`src/rtl/midori_share_codec.sv`:
```
// ---------------------------------------------------------------------------
// midori_share_codec
//
// Front/back end for the 3-share masked Midori S-box pipeline. Each accepted
// plaintext nibble is split into three Boolean shares using fresh randomness
// and registered onto sh_in1..3. A tag bit travels alongside it down a shift
// line that matches the external S-box depth. When the tag reaches the last
// stage, the returning shares are XOR-recombined straight into a small result
// FIFO. The S-box pipeline cannot stall, so input acceptance is gated by a
// credit rule: outstanding nibbles plus buffered results must stay below
// FIFO_DEPTH. That guarantees every returning result has a FIFO slot.
//
// Parameters
//   SBOX_LAT    cycles from sh_in* registered to matching sh_out* valid
//   FIFO_DEPTH  result FIFO entries == maximum outstanding nibbles (>=1)
//
// Ports
//   clk, rst            single clock, synchronous active-high reset
//   in_valid/in_ready   plaintext handshake, in_data is the nibble
//   rnd                 fresh mask bits every cycle, m1=rnd[3:0], m2=rnd[7:4]
//   sh_in1..3           registered shares to the masked S-box
//   sh_out1..3          shares returning from the masked S-box
//   out_valid/out_ready result handshake, out_data is the FIFO head
//   err_ovf             sticky flag: a result arrived with the FIFO full
// ---------------------------------------------------------------------------
module midori_share_codec #(
    parameter int SBOX_LAT   = 4,
    parameter int FIFO_DEPTH = 4
) (
    input  logic       clk,
    input  logic       rst,
    input  logic       in_valid,
    output logic       in_ready,
    input  logic [3:0] in_data,
    input  logic [7:0] rnd,
    output logic [3:0] sh_in1,
    output logic [3:0] sh_in2,
    output logic [3:0] sh_in3,
    input  logic [3:0] sh_out1,
    input  logic [3:0] sh_out2,
    input  logic [3:0] sh_out3,
    output logic       out_valid,
    input  logic       out_ready,
    output logic [3:0] out_data,
    output logic       err_ovf
);

    localparam int CW = $clog2(FIFO_DEPTH + 1);
    localparam int PW = (FIFO_DEPTH > 1) ? $clog2(FIFO_DEPTH) : 1;

    logic [3:0]          sh1_q, sh1_d;
    logic [3:0]          sh2_q, sh2_d;
    logic [3:0]          sh3_q, sh3_d;
    logic                tag_q, tag_d;
    logic [SBOX_LAT-1:0] line_q, line_d;
    logic [CW-1:0]       inflight_q, inflight_d;
    logic [CW-1:0]       count_q, count_d;
    logic [PW-1:0]       wr_ptr_q, wr_ptr_d;
    logic [PW-1:0]       rd_ptr_q, rd_ptr_d;
    logic [3:0]          mem_q [FIFO_DEPTH];
    logic [3:0]          mem_d [FIFO_DEPTH];
    logic                err_q, err_d;

    logic [CW:0]         credit_used;
    logic                accept;
    logic                pop;
    logic                full;
    logic                push_req;
    logic                push;
    logic [3:0]          m1;
    logic [3:0]          m2;
    logic [3:0]          recombined;

    // Handshake and credit decode. in_ready looks only at registered
    // occupancy (before this cycle's pop), so there is no combinational path
    // from out_ready to in_ready. A push into a full FIFO is still honoured
    // when the head leaves in the same cycle.
    always_comb begin
        m1          = rnd[3:0];
        m2          = rnd[7:4];
        credit_used = {1'b0, inflight_q} + {1'b0, count_q};
        in_ready    = !rst && (credit_used < (CW + 1)'(FIFO_DEPTH));
        accept      = in_valid && in_ready;
        pop         = (count_q != '0) && out_ready;
        full        = (count_q == CW'(FIFO_DEPTH));
        push_req    = line_q[SBOX_LAT-1];
        push        = push_req && (!full || pop);
        recombined  = sh_out1 ^ sh_out2 ^ sh_out3;
    end

    // Next-state logic. The shares are reloaded with fresh masks every cycle;
    // an idle cycle sends a masked zero, so the S-box never sees stale data
    // and the plaintext only ever appears XORed with both masks.
    always_comb begin
        sh1_d = m1;
        sh2_d = m2;
        sh3_d = m1 ^ m2 ^ (accept ? in_data : 4'h0);
        tag_d = accept;

        line_d[0] = tag_q;
        for (int i = 1; i < SBOX_LAT; i++) begin
            line_d[i] = line_q[i-1];
        end

        inflight_d = inflight_q;
        case ({accept, push_req})
            2'b10:   inflight_d = inflight_q + 1'b1;
            2'b01:   inflight_d = inflight_q - 1'b1;
            default: inflight_d = inflight_q;
        endcase

        count_d = count_q;
        case ({push, pop})
            2'b10:   count_d = count_q + 1'b1;
            2'b01:   count_d = count_q - 1'b1;
            default: count_d = count_q;
        endcase

        mem_d    = mem_q;
        wr_ptr_d = wr_ptr_q;
        rd_ptr_d = rd_ptr_q;
        if (push) begin
            mem_d[wr_ptr_q] = recombined;
            wr_ptr_d = (wr_ptr_q == PW'(FIFO_DEPTH - 1)) ? '0 : wr_ptr_q + 1'b1;
        end
        if (pop) begin
            rd_ptr_d = (rd_ptr_q == PW'(FIFO_DEPTH - 1)) ? '0 : rd_ptr_q + 1'b1;
        end

        // A result with nowhere to go is lost; remember that it happened.
        err_d = err_q | (push_req && !push);
    end

    // Control and share registers. Reset drops every in-flight tag and every
    // buffered result, so nothing from before the reset can surface later.
    always_ff @(posedge clk) begin
        if (rst) begin
            sh1_q      <= '0;
            sh2_q      <= '0;
            sh3_q      <= '0;
            tag_q      <= 1'b0;
            line_q     <= '0;
            inflight_q <= '0;
            count_q    <= '0;
            wr_ptr_q   <= '0;
            rd_ptr_q   <= '0;
            err_q      <= 1'b0;
        end else begin
            sh1_q      <= sh1_d;
            sh2_q      <= sh2_d;
            sh3_q      <= sh3_d;
            tag_q      <= tag_d;
            line_q     <= line_d;
            inflight_q <= inflight_d;
            count_q    <= count_d;
            wr_ptr_q   <= wr_ptr_d;
            rd_ptr_q   <= rd_ptr_d;
            err_q      <= err_d;
        end
    end

    // FIFO storage needs no reset: out_data is forced to zero while empty.
    always_ff @(posedge clk) begin
        mem_q <= mem_d;
    end

    assign sh_in1    = sh1_q;
    assign sh_in2    = sh2_q;
    assign sh_in3    = sh3_q;
    assign out_valid = (count_q != '0);
    assign out_data  = out_valid ? mem_q[rd_ptr_q] : 4'h0;
    assign err_ovf   = err_q;

endmodule

```
`config.mk`:
```
export PLATFORM = sky130hd
export DESIGN_NAME = midori_share_codec
export DESIGN_NICKNAME = d
export VERILOG_FILES = /design/src/rtl/midori_share_codec.sv
export SDC_FILE = /design/constraint.sdc
export NUM_CORES = 1
export LEC_CHECK = 0
export BUFFER_PORTS_ARGS = -buffer_cell sky130_fd_sc_hd__buf_2
export CAP_MARGIN = 10
export CORE_MARGIN = 2
export CORE_UTILIZATION = 47
export CTS_CLUSTER_DIAMETER = 60
export DETAILED_ROUTE_END_ITERATION = 16
export GPL_ROUTABILITY_DRIVEN = 0
export GPL_TIMING_DRIVEN = 0
export PLACE_DENSITY = 0.78
export SETUP_SLACK_MARGIN = 0.2
export SLEW_MARGIN = 20
export SYNTH_ARGS = -nofsm -noshare
export SYNTH_HDL_FRONTEND = slang
export SYNTH_SLANG_ARGS = --single-unit
```
`constraint.sdc`:
```
create_clock -name clk -period 2.6 [get_ports clk]
set_input_delay 0.52 -clock clk [delete_from_list [all_inputs] [get_ports clk]]
set_output_delay 0.52 -clock clk [all_outputs]
set_load 0.05 [all_outputs]
```
==> results of run 1 <==
## metrics by stage
step | utilization, % | hold slack [ns] | instances | TNS, ns | cell area (um2)
final | 62.1 | 0.444 | 276 | 0 | 2450
after detailed placement | 56.6 | 0.429 | 262 | -0.00641 | 2230
after CTS | 59.4 | 0.448 | 270 | 0 | 2340
after floorplan | - | 0.411 | 166 | 0 | 1940
after global routing | 62.1 | 0.469 | 276 | 0 | 2450
after global placement | 56.6 | 0.418 | 262 | 0 | 2230
## sequential cells by signal, indices dropped and copies added, names as in the netlist
register    flops
tag_q           1
rd_ptr_q        2
sh_in1          4
line_q          4
err_ovf         1
inflight_q      3
wr_ptr_q        2
sh_in2          4
mem_q          16
sh_in3          4
count_q         3
## per-layer routing
layer	vias up	part of all wire, %
met2	34	50
met3	9	5.8
li1	671	-
met1	597	42
met4	0	2.1
met5	-	0
## cell usage after synthesis (5+ instances only)
cell and count:
and2_1 5, nor3_1 5, nand2_1 9, nor2b_1 15
nor2_1 11, xor2_1 8, a21oi_1 8, xnor2_1 8
ha_1 9, dfxtp_1 28, edfxtp_1 16, inv_1 13
## placed cells by master, fill, tap and decap left out, types with 6 or more instances in the layout
cell	netlist	routed
nand2_1	9	8
edfxtp_1	16	16
nor2_1	11	10
ha_1	9	6
inv_1	13	12
buf_2	2	47
a21oi_1	8	7
xor2_1	8	7
nor2b_1	15	15
buf_4	0	6
xnor2_1	8	8
dfxtp_1	28	25
## worst min path at each step
stage | slack [ns] | to
after CTS | 0.45 | line_q[0]
final | 0.44 | line_q[1]
after detailed placement | 0.43 | line_q[0]
after global placement | 0.42 | line_q[1]
after floorplan | 0.41 | line_q[3]
after global routing | 0.47 | sh_in1[2]
## cells by family after synthesis
| logic type | count (synthesis) |
|---|---|
| simple gates | 54 |
| mux | 8 |
| flops | 44 |
| fa+ha+maj | 11 |
| compound gates | 15 |
| buf+inv | 18 |
| xor+xnor | 16 |
## report_power, final
group / leakage [nW] / switching [mW] / internal (mW)
Combinational: 0.592 / 0.121 / 0.0709
Sequential: 0.376 / 0.00836 / 0.738
Clock: 0.0513 / 0.214 / 0.284
Total: 1.02 / 0.344 / 1.09
## area by class of cell
| cell class | count | area share, % |
|---|---|---|
| Clock buffer | 6 | 2.97 |
| Sequential cell | 44 | 42.9 |
| Timing Repair Buffer | 52 | 11.2 |
| Multi-Input combinational cell | 104 | 35.7 |
| Buffer | 5 | 1.23 |
| Inverter | 13 | 1.99 |
| Tap cell | 50 | 2.56 |
| Clock inverter | 2 | 1.43 |
## critical path, delay by kind of cell (launching register included)
kind                       cells  cell delay (ns)
buffers and inverters          2             0.19
xor gates and xnor gates       1             0.09
adders and majority gates      3             0.54
AOI/OAI and AO/OA              1             0.15
DFF                            1             0.37
and+or+nand+nor                4             1.08
## what timing repair did
| item | in CTS | in global routing |
|---|---|---|
| buffers inserted | 0 | 6 |
| resized for setup | 3 | 13 |
| hold buffers | 0 | 0 |
| setup endpoints to repair | 7 | 4 |
| pin swaps | 0 | 5 |
==> results.cfg, run 1 <==
[route]
post_drt_wl_per_cell_um = 11.8
drtIter0Drc = 29
drc_errors = 0
ant_nets = 0
first_pass_iters = 4
vias_per_cell = 4.75
vias = 1311
drt_wl_total_um = 3260

[yosys]
synth_top_family_by_area = simple AND/OR/NAND/NOR gates
synthMuxAreaShare_pct = 6.82
synth-edff-count = 16
synthCells = 166
async_flop_share_pct = 0
yosysWarningCount = 0
synth_flop_cell = dfxtp_1
ys_top_cells_by_area = dfxtp_1 (29%), edfxtp_1 (25%), ha_1 (5.9%)
syn-mean-instance-area_um2 = 11.5
synthSimpleGateAreaFrac_pct = 15.1
synth_top_cell_area_share_pct = 29.4
synth_cell_types = 27
yosys.area_share.xor_xnor_pct = 7.34
synth_largest_area_cell = dfxtp_1
syn-num-nets = 205
synth_area_um2 = 1910
synth-adder-area-share_pct = 7.99
synth_compound_area_share_pct = 4.52
ys_ff_latch = 44
synth.yosys.seq_area_share_pct = 54.5

[finish]
final_layout_size_suffix_gt1_share_pct = 36.3
antenna_cells = 0
seqCellArea_um2 = 1050
n_fill_cell = 305
fin_nets = 264
syn2layout_area_growth_pct = 28.2
multi_input_area_um2 = 873

[sta]
finalSetupViolations = 0
period_share_pct = 95.6
rsz0062_at_grt = true
layout_min_cycle_time_ns = 2.48
relSlewSlack_pct = 62.2
tightestPinTransition_ns = 0.563
skew_ns = 0.00216
hold_viol_final = 0
fmax_mhz = 402
fin_ws_ns = 0.115
finalMaxSlewViolations = 0

[critical_path]
critPathLaunch = count_q[2]
cp_cell_sequence = ha_4 > or4_4 > buf_6 > nor2_4 > nand2_2 > ha_4 > inv_2 > fa_2 > xor2_2 > or3_4 > a21oi_2
path_common_cell = ha_4
critical_path_class = flip-flop to flip-flop
cp.required_ns = 2.82
slowest_delay_ns = 0.52
startpoint_type = flip-flop
crit_slowest_cell = or4_4
worst_r2r_startpoint = count_q[2]
regToRegEndpoint = inflight_q[2]
path_max_fanout = 5
r2r_slack_ns = 0.12
worstSetupEndpointType = flip-flop
crit_end = inflight_q[2]
rr_worst_depth = 11
cp.arrival_ns = 2.70

[placement]
io_buffer_count = 46
dp_hpwl_um = 2360
pre_cts_ws_ns = -0.00641

[floorplan]
die_w_um = 67.7
num_rows = 23
floorplan.io_pins = 47
dieArea_um2 = 4590
coreArea_um2 = 3940
die_h_um = 67.7
start_util_pct = 48.4

[clock_network]
cts_tree = yes
cts_root_buf = clkbuf_8
h-tree-depth = 2
clk_latency_ns = 0.29
cts_buffers = 5
cts.sinks = 44
max-clock-path-buffers = 2
clk_pin_slew_worst_paths_ns = 0.08

[power_and_ir_drop]
ir_worst_vdd_v = 0.000354
p_leak_nw = 1.02
finalPower_mw = 1.44
powerDensity_nw_per_um2 = 587

[global_route]
grt-busiest-layer = met2
grt_pass1_vias = 1178
grt_max_degree = 14
use_met3_pct = 5.50
grt_use_total_pct = 15.6
antenna_found_initial = 0
gr-total-overflow = 0
grt_pass1_wl_um = 5140
grt_util_met2_pct = 25.6
met1_usage_pct = 18.4

[worst_hold_path]
hp-start = line_q[0]
min_path_cells = 1
min_path_type = flip-flop to flip-flop

[run_status]
outcome = complete, no violations

[run]
maxCapViolations = 0
(Power assumes the default switching activity.)
==> run 2: changes to the inputs <==
- GPL_TIMING_DRIVEN: 0 -> unset
==> run 2 against run 1 <==
  * Flip-flop and latch count unchanged
  * Critical path depth fell by 1
  * Core utilization down 2.5 points
  * Register-to-register slack better by 0.20 ns
  * Total power grew 1.6%
  * Clock skew up 0.0021 ns
  * Combinational power fell by 5%
  * Critical path type unchanged
  * Highest routed layer unchanged
==> results.cfg, run 2 (synthesis results as in run 1) <==
[floorplan]
coreArea_um2 = 3940
dieArea_um2 = 4590
die_w_um = 67.7
start_util_pct = 48.4
num_rows = 23
die_h_um = 67.7
floorplan.io_pins = 47

[sta]
rsz0062_at_grt = false
setup_tns_ns = 0
relSlewSlack_pct = 63.1
tightestPinTransition_ns = 0.549
finalSetupViolations = 0
hold_viol_final = 0
fmax_mhz = 438
skew_ns = 0.00426
layout_min_cycle_time_ns = 2.28
finalMaxSlewViolations = 0
period_share_pct = 87.8
hold_slack_ns = 0.446
fin_ws_ns = 0.318

[global_route]
grt_use_total_pct = 16.0
grt_pass1_vias = 1239
grt_max_degree = 26
antenna_found_initial = 0
gr-total-overflow = 0
grt_pass1_wl_um = 5320

[route]
dr_wl_met2_um = 1630
post_drt_wl_per_cell_um = 12.3
drtIter0Drc = 59
vias_per_cell = 4.76
wl_met1_um = 1380
met3_length_um = 228
first_pass_iters = 4
drc_errors = 0
top_layer = met4
ant_nets = 0
drt_wl_total_um = 3290
vias = 1275

[critical_path]
r2r_slack_ns = 0.32
rr_worst_depth = 10
cp.required_ns = 2.84
worstSetupEndpointType = flip-flop
path_max_fanout = 6
startpoint_type = flip-flop
slowest_delay_ns = 0.55
critical_path_class = flip-flop to flip-flop
cp_cell_sequence = ha_1 > or4_4 > nor2_4 > nand2_1 > ha_2 > inv_2 > fa_2 > xor2_1 > or3_1 > a21oi_1
crit_slowest_cell = or4_4
cp.arrival_ns = 2.52

[finish]
regMostFlops = mem_q
antenna_cells = 0
multi_input_area_um2 = 822
seqCellArea_um2 = 1040
final_area_um2 = 2350
fin_nets = 256
final_layout_size_suffix_gt1_share_pct = 32.1
syn2layout_area_growth_pct = 22.9
n_fill_cell = 332
mostFrequentLayoutCells = buf_2 (45), dfxtp_1 (26), edfxtp_1 (16), nor2b_1 (15), inv_1 (12)
layout_commonest_cell = buf_2
largest_reg_flops = 16

[clock_network]
cts_root_buf = clkbuf_8
cts_buffers = 5
postCtsHoldBufs = 0
h-tree-depth = 2
clk_pin_slew_worst_paths_ns = 0.08
max-clock-path-buffers = 2
clk_latency_ns = 0.30
cts_tree = yes
cts.sinks = 44

[power_and_ir_drop]
p_int_mw = 1.09
p_switching_uw = 367
pwr-share-clk_pct = 36.2
finalPower_mw = 1.46
powerDensity_nw_per_um2 = 622
switching_share_pct = 25.1
p_leak_nw = 0.989
comb_power_share_pct = 12.5
ir_worst_vdd_v = 0.000379
seq_power_share_pct = 51.2

[run_status]
outcome = complete, no violations

[placement]
placed_area_um2 = 2220
pre_cts_ws_ns = 0.194
dp_hpwl_um = 2570
io_buffer_count = 46

[run]
maxCapViolations = 0

[worst_hold_path]
min_path_cells = 1
min_path_type = flip-flop to flip-flop
## run 2: area by class of cell
| cell class | count | area share, % |
|---|---|---|
| flip-flops and latches | 44 | 44.5 |
| multi-input cells | 104 | 35.0 |
| repair buffers | 49 | 10.9 |
| clock buffers | 5 | 2.93 |
| well taps | 50 | 2.67 |
| inverters | 13 | 2.08 |
| clock inverters | 3 | 1.97 |
## run 2: worst paths after layout
kind	endpoint	from
worst max-delay path	inflight_q[2]	count_q[2]
worst min register to register	line_q[2]	line_q[1]
worst min-delay path	line_q[2]	line_q[1]
worst max register to register	inflight_q[2]	count_q[2]
## run 2: power by group through the flow
| stage | registers, mW | logic [mW] | clock network (mW) |
|---|---|---|---|
| after global placement | 0.764 | 0.178 | 0 |
| after detailed placement | 0.765 | 0.183 | 0 |
| after global routing | 0.751 | 0.199 | 0.567 |
| final | 0.748 | 0.183 | 0.529 |
| after floorplan | 0.809 | 0.0825 | 0 |
| after CTS | 0.749 | 0.184 | 0.539 |
## run 2: worst max-delay path: cells and delay by family, from the launching register on
kind / cells / cell delay, ns
AND/OR/NAND/NOR: 4 / 1.04
adder cells (fa/ha/maj): 3 / 0.57
flip-flops: 1 / 0.36
AO/OA/AOI/OAI: 1 / 0.12
buffers and inverters: 1 / 0.06
XOR/XNOR: 1 / 0.06
## run 2: per-stage QoR
| stage | utilization, % | instances |
|---|---|---|
| 3_3_place_gp | 56.3 | 259 |
| 2_1_floorplan | - | 166 |
| 6_report | 59.5 | 268 |
| 5_1_grt | 59.5 | 268 |
| 4_1_cts | 59.3 | 267 |
| 3_5_place_dp | 56.3 | 259 |
## run 2: metal layers
layer / GRT usage [%] / vias up
met5: 0 / -
met4: 10.2 / 0
met3: 5.67 / 5
met2: 25.1 / 31
met1: 18.5 / 579
li1: - / 660
## run 2: what timing repair did
item	CTS	global route
endpoints found under the setup margin	1	4
pin swaps	0	0
gates resized for setup	1	3
cloned	0	0
buffers inserted	0	1
